[src/rtl/fft_butterfly_stage.sv]
// One radix-2 DIF stage of the FFT32 datapath: buffers the mapper's twiddle triples,
// then runs N/2 in-place butterflies against an external 1-cycle-latency sample RAM.
//
// state | meaning
// ------+---------------------------------------------------------------
// IDLE  | waiting for start; latches stage index and clears k
// LOAD  | capturing coefficient triples until coef_done
// RD_A  | mem_raddr = a
// RD_B  | mem_raddr = b; xa captured from read data
// CAP_B | xb captured from read data
// MUL   | half-sum and 3-multiplier twiddle product registered
// WR_A  | write half-sum to a
// WR_B  | write rotated difference to b; next k or finish
// DONE  | one-cycle done pulse
module fft_butterfly_stage #(
  parameter int N    = 32,
  parameter int MSB  = 16,
  parameter int FRAC = 7
) (
  input  logic                    clk_i,
  input  logic                    rst_i,
  input  logic                    start_i,
  input  logic [$clog2(N/4)-1:0]  stage_i,
  input  logic                    coef_we_i,
  input  logic [$clog2(N/2)-1:0]  coef_addr_i,
  input  logic [MSB-1:0]          c_i,
  input  logic [MSB-1:0]          cps_i,
  input  logic [MSB-1:0]          cms_i,
  input  logic                    coef_done_i,
  output logic [$clog2(N)-1:0]    mem_raddr_o,
  input  logic [MSB-1:0]          mem_rdata_re_i,
  input  logic [MSB-1:0]          mem_rdata_im_i,
  output logic                    mem_we_o,
  output logic [$clog2(N)-1:0]    mem_waddr_o,
  output logic [MSB-1:0]          mem_wdata_re_o,
  output logic [MSB-1:0]          mem_wdata_im_o,
  output logic                    busy_o,
  output logic                    done_o
);

  localparam int AW = $clog2(N);
  localparam int KW = $clog2(N/2);
  localparam int SW = $clog2(N/4);
  localparam int CW = 3*MSB;
  localparam int W1 = MSB + 1;
  localparam int ZW = 2*MSB + 1;
  localparam int PW = 2*MSB + 2;
  localparam logic [KW-1:0] K_LAST = KW'(N/2 - 1);

  typedef enum logic [3:0] {
    S_IDLE, S_LOAD, S_RD_A, S_RD_B, S_CAP_B, S_MUL, S_WR_A, S_WR_B, S_DONE
  } state_t;

  state_t state_q;
  logic [SW-1:0] stage_q;
  logic [KW-1:0] k_q;
  logic signed [MSB-1:0] xa_re_q, xa_im_q, xb_re_q, xb_im_q;
  logic [MSB-1:0] bf_re_q, bf_im_q;
  logic [MSB-1:0] wd_re_q, wd_im_q;
  logic [AW-1:0]  raddr_q, waddr_q;
  logic           we_q, busy_q, done_q;

  logic [CW-1:0] coef_mem_q [N/2];

  // half - 1 for the current stage; doubles as the mask for j = k mod half
  function automatic logic [AW-1:0] half_m1(input logic [SW-1:0] s);
    return AW'((N >> (int'(s) + 1)) - 1);
  endfunction

  // a = 2*half*g + j, rewritten as 2k - j
  function automatic logic [AW-1:0] addr_a(input logic [KW-1:0] k,
                                           input logic [AW-1:0] hm1);
    logic [AW-1:0] kk;
    kk = AW'(k);
    return (kk << 1) - (kk & hm1);
  endfunction

  logic [AW-1:0] hm1_d, a_d, b_d, a_nxt_d;
  logic [KW-1:0] k_nxt_d;

  always_comb begin
    hm1_d   = half_m1(stage_q);
    k_nxt_d = k_q + KW'(1);
    a_d     = addr_a(k_q, hm1_d);
    b_d     = a_d + hm1_d + AW'(1);
    a_nxt_d = addr_a(k_nxt_d, hm1_d);
  end

  logic [CW-1:0] coef_w;
  logic signed [MSB-1:0] c_s, cps_s, cms_s;
  logic signed [W1-1:0]  add_re, add_im, sub_re, sub_im, dd;
  logic signed [MSB-1:0] d_re, d_im;
  logic signed [ZW-1:0]  z;
  logic signed [PW-1:0]  pre_re, pre_im;
  logic [MSB-1:0] sum_re_d, sum_im_d, bf_re_d, bf_im_d;

  assign coef_w = coef_mem_q[k_q];
  assign c_s    = coef_w[3*MSB-1:2*MSB];
  assign cps_s  = coef_w[2*MSB-1:MSB];
  assign cms_s  = coef_w[MSB-1:0];

  always_comb begin
    add_re   = W1'(xa_re_q) + W1'(xb_re_q);
    add_im   = W1'(xa_im_q) + W1'(xb_im_q);
    sub_re   = W1'(xa_re_q) - W1'(xb_re_q);
    sub_im   = W1'(xa_im_q) - W1'(xb_im_q);
    sum_re_d = MSB'(add_re >>> 1);
    sum_im_d = MSB'(add_im >>> 1);
    d_re     = MSB'(sub_re >>> 1);
    d_im     = MSB'(sub_im >>> 1);
    // 3-multiplier form: Z is shared between both output components
    dd       = W1'(d_re) - W1'(d_im);
    z        = ZW'(c_s) * ZW'(dd);
    pre_re   = PW'(cms_s) * PW'(d_im) + PW'(z);
    pre_im   = PW'(cps_s) * PW'(d_re) - PW'(z);
    bf_re_d  = MSB'(pre_re >>> FRAC);
    bf_im_d  = MSB'(pre_im >>> FRAC);
  end

  // buffer is deliberately left out of reset so coefficients survive an abort
  always_ff @(posedge clk_i) begin
    if (state_q == S_LOAD && coef_we_i)
      coef_mem_q[coef_addr_i] <= {c_i, cps_i, cms_i};
  end

  always_ff @(posedge clk_i) begin
    if (rst_i) begin
      state_q <= S_IDLE;
      stage_q <= '0;
      k_q     <= '0;
      xa_re_q <= '0;
      xa_im_q <= '0;
      xb_re_q <= '0;
      xb_im_q <= '0;
      bf_re_q <= '0;
      bf_im_q <= '0;
      wd_re_q <= '0;
      wd_im_q <= '0;
      raddr_q <= '0;
      waddr_q <= '0;
      we_q    <= 1'b0;
      busy_q  <= 1'b0;
      done_q  <= 1'b0;
    end else begin
      we_q   <= 1'b0;
      done_q <= 1'b0;
      case (state_q)
        S_IDLE: begin
          if (start_i) begin
            stage_q <= stage_i;
            k_q     <= '0;
            busy_q  <= 1'b1;
            state_q <= S_LOAD;
          end
        end
        S_LOAD: begin
          if (coef_done_i) begin
            raddr_q <= a_d;
            state_q <= S_RD_A;
          end
        end
        S_RD_A: begin
          raddr_q <= b_d;
          state_q <= S_RD_B;
        end
        S_RD_B: begin
          xa_re_q <= mem_rdata_re_i;
          xa_im_q <= mem_rdata_im_i;
          state_q <= S_CAP_B;
        end
        S_CAP_B: begin
          xb_re_q <= mem_rdata_re_i;
          xb_im_q <= mem_rdata_im_i;
          state_q <= S_MUL;
        end
        S_MUL: begin
          bf_re_q <= bf_re_d;
          bf_im_q <= bf_im_d;
          wd_re_q <= sum_re_d;
          wd_im_q <= sum_im_d;
          waddr_q <= a_d;
          we_q    <= 1'b1;
          state_q <= S_WR_A;
        end
        S_WR_A: begin
          wd_re_q <= bf_re_q;
          wd_im_q <= bf_im_q;
          waddr_q <= b_d;
          we_q    <= 1'b1;
          state_q <= S_WR_B;
        end
        S_WR_B: begin
          if (k_q == K_LAST) begin
            done_q  <= 1'b1;
            state_q <= S_DONE;
          end else begin
            k_q     <= k_nxt_d;
            raddr_q <= a_nxt_d;
            state_q <= S_RD_A;
          end
        end
        S_DONE: begin
          busy_q  <= 1'b0;
          state_q <= S_IDLE;
        end
        default: begin
          busy_q  <= 1'b0;
          state_q <= S_IDLE;
        end
      endcase
    end
  end

  assign mem_raddr_o    = raddr_q;
  assign mem_we_o       = we_q;
  assign mem_waddr_o    = waddr_q;
  assign mem_wdata_re_o = wd_re_q;
  assign mem_wdata_im_o = wd_im_q;
  assign busy_o         = busy_q;
  assign done_o         = done_q;

endmodule

[config.mk]
export PLATFORM = sky130hd
export DESIGN_NAME = fft_butterfly_stage
export DESIGN_NICKNAME = d
export VERILOG_FILES = /design/src/rtl/fft_butterfly_stage.sv
export SDC_FILE = /design/constraint.sdc
export NUM_CORES = 2
export LEC_CHECK = 0
export CAP_MARGIN = 10
export CORE_MARGIN = 4
export CORE_UTILIZATION = 40
export DETAILED_ROUTE_END_ITERATION = 16
export PLACE_DENSITY = 0.57
export SLEW_MARGIN = 0
export SYNTH_ARGS = -nofsm -noshare
export SYNTH_HDL_FRONTEND = slang
export SYNTH_SLANG_ARGS = --single-unit
[constraint.sdc]
create_clock -name clk_i -period 26.4 [get_ports clk_i]
set_input_delay 5.28 -clock clk_i [delete_from_list [all_inputs] [get_ports clk_i]]
set_output_delay 5.28 -clock clk_i [all_outputs]
set_load 0.1 [all_outputs]
==> flow_metrics.env <==
export IMPL_clkLatencyLatePin_ps=730
export IMPL_cp_required_ps=27050
export IMPL_first_pass_iters=6
export IMPL_cp_data_arrival_time_ps=16210
export IMPL_startpoint_type="register"
export IMPL_synthDistinctLibCells=85
export IMPL_grt_pass1_vias=39300
export IMPL_synthCells=4944
export IMPL_synth_seq_area_share_pct=43.0
export IMPL_cts_buffers=96
export IMPL_dieArea_um2=159000
export IMPL_worst_path_buf_inv=5
export IMPL_grt_use_total_pct=21.1
export IMPL_finalHoldViolations=0
export IMPL_critical_path_top_delay_family="adder cells"
export IMPL_die_h_um=398
export IMPL_fin_setup_tns_ps=0
export IMPL_final_cells=7182
export IMPL_clk_pin_slew_ps=70
export IMPL_htree_levels=3
export IMPL_yosys_warnings=0
export IMPL_ys_ff_latch=924
export IMPL_clockRootBuffer="clkbuf_16"
export IMPL_crit_type="register to register"
export IMPL_rows=142
export IMPL_fin_crit_ps=15560
export IMPL_core_um2=150000
export IMPL_syn_to_final_growth_pct=11.6
export IMPL_cts_setup_buffers=0
export IMPL_drv_cap=0
export IMPL_ys_flop_type="edfxtp_1"
export IMPL_crit_slowest_cell="xnor2_1"
export IMPL_grt_overflow_total=0
export IMPL_synthArstFlopShare_pct=0
export IMPL_via_per_inst=5.23
export IMPL_numClockSinks=924
export IMPL_placedCellCount=7000
export IMPL_cp_common_cell="fa_1"
export IMPL_rsz0062_at_grt="no"
export IMPL_grt_first_pass_wirelength_um=251000
export IMPL_hpwl_um=117000
export IMPL_drive_gt1_share_pct=10.7
export IMPL_final_core_util_pct=45.2
export IMPL_wl_per_cell_um=22.9
export IMPL_drt_iter0_drc=2941
export IMPL_max_slew_margin_pct=15.6
export IMPL_netlist_area_um2=60900
export IMPL_cts_tree="done"
export IMPL_syn_num_nets=5917
export IMPL_place_congestion=0.886
export IMPL_clock_skew_ps=66.7
export IMPL_layout_commonest_cell="edfxtp_1"
export IMPL_cts_resized=0
export IMPL_avgSynthCellArea_um2=12.3
export IMPL_final_cell_mix="768 x edfxtp_1, 728 x inv_1, 573 x fa_1"
export IMPL_finalSetupViolCount=0
export IMPL_numPortBuffers=136
export IMPL_routed_wl_um=165000
export IMPL_postRouteAntennaNets=0
export IMPL_cts_buffer_depth=3
export IMPL_end_kind="register"
export IMPL_fmax_ghz=0.0643
export IMPL_slowest_delay_ps=670
export IMPL_dieWidth_um=398
export IMPL_status="completed"
export IMPL_drv_slew=0
export IMPL_hp_class="register to register"
export IMPL_cts_hold_repair_buffers=0
export IMPL_ios=137
export IMPL_synth_edff_count=768
export IMPL_drc=0
export IMPL_tightest_slew_ps=1260
export IMPL_grt_max_degree=94
export IMPL_finalCritPeriodShare_pct=58.9
export IMPL_cp_max_fo=9
export IMPL_antenna_found_initial=11
export IMPL_vias=37600
export IMPL_fin_nets=6055
export IMPL_initial_core_util_pct=40.5
[final cells by class]
| class | instances | area (um^2) |
|---|---|---|
| Clock buffer | 131 | 2580 |
| Fill cell | 13800 | 82500 |
| Timing Repair Buffer | 235 | 2110 |
| Tap cell | 2016 | 2520 |
| Clock inverter | 46 | 523 |
| Multi-Input combinational cell | 3088 | 31300 |
| Sequential cell | 924 | 26200 |
| Antenna cell | 5 | 12.5 |
| Inverter | 737 | 2770 |
[metal layers]
layer | vias up | share of wire [%] | track usage [%] | wire (um)
li1 | 16900 | - | - | -
met1 | 19600 | 43 | 28.9 | 70900
met2 | 963 | 49 | 35.5 | 81100
met3 | 206 | 5.5 | 3.14 | 9020
met4 | 6 | 2.3 | 4.86 | 3740
met5 | - | 0.027 | 0 | 45
[flip-flops by register name, indices dropped and copies added (netlist names), 5 cells and up, named ones only]
| name | cells |
|---|---|
| xb_re_q | 16 |
| xa_im_q | 16 |
| bf_im_q | 16 |
| coef_mem_q | 768 |
| xa_re_q | 16 |
| xb_im_q | 16 |
| bf_re_q | 16 |
| mem_raddr_o | 5 |
| mem_waddr_o | 5 |
| mem_wdata_im_o | 16 |
| mem_wdata_re_o | 16 |
[tightest hold or removal path, delay by kind of cell, from the launching register on]
kind	cells	cell delay, ps
flip-flops	1	310
AND/OR/NAND/NOR	1	50
AO/OA/AOI/OAI	1	50
[logic make-up after synthesis]
kind of cell             after synthesis  synth area share, %
buffers and inverters                932                 5.91
AO/OA/AOI/OAI                        488                 4.99
flip-flops                           924                 43.0
multiplexers                         274                 8.88
AND/OR/NAND/NOR                     1246                 8.88
XOR/XNOR                             197                 3.13
adder cells (fa/ha/maj)              883                 25.2
[synth_stat cells (5+ instances only)]
library cell / count / share of area (%)
mux4_2: 210 / 7.8
o21a_1: 18 / 0.22
clkbuf_1: 142 / 0.88
edfxtp_1: 768 / 38
nor4_1: 5 / 0.051
nand2b_1: 53 / 0.54
and2_1: 59 / 0.61
and3_1: 6 / 0.062
o21ai_1: 22 / 0.18
or2_2: 29 / 0.30
clkinv_1: 5 / 0.031
or3_1: 15 / 0.15
mux2_2: 29 / 0.54
a21o_1: 31 / 0.38
buf_4: 10 / 0.12
o21ai_0: 57 / 0.47
buf_1: 10 / 0.062
a211oi_1: 35 / 0.43
a21oi_1: 222 / 1.8
nand2_1: 481 / 3.0
fa_1: 573 / 19
o31ai_1: 9 / 0.11
ha_1: 308 / 6.3
mux2i_1: 35 / 0.58
nor2b_1: 57 / 0.59
xnor2_1: 144 / 2.1
nand3_1: 21 / 0.17
buf_2: 29 / 0.24
xnor2_2: 5 / 0.13
nor2_1: 459 / 2.8
dfxtp_1: 156 / 5.1
a2111oi_0: 8 / 0.12
xor2_1: 38 / 0.55
nor3_1: 37 / 0.30
o21bai_1: 20 / 0.25
nand3b_1: 5 / 0.062
a31oi_1: 8 / 0.082
inv_1: 728 / 4.5
xnor3_1: 7 / 0.26
[worst paths after layout]
kind / end / slack [ps] / start / cells after the start
setup / recovery: bf_im_q[15]$_SDFFE_PP0P_ / 10840 / xb_re_q[6]$_SDFFE_PP0P_ / 52
hold / removal: mem_wdata_im_o[13]$_SDFFE_PP0P_ / 450 / mem_wdata_im_o[13]$_SDFFE_PP0P_ / 2
setup reg to reg: bf_im_q[15]$_SDFFE_PP0P_ / 10840 / xb_re_q[6]$_SDFFE_PP0P_ / 52
hold reg to reg: mem_wdata_im_o[13]$_SDFFE_PP0P_ / 450 / mem_wdata_im_o[13]$_SDFFE_PP0P_ / 2
[through the flow]
step	hold WS (ps)	cell area, um^2	worst slack, ps
3_5_place_dp	451	64900	10850
5_1_grt	481	68000	9860
3_3_place_gp	443	64900	11230
2_1_floorplan	429	60900	12470
4_1_cts	460	68000	10900
6_report	453	68000	10840
Power is not shown: default switching activity piles up to over one toggle a cycle in this logic, so the estimate is an artifact.
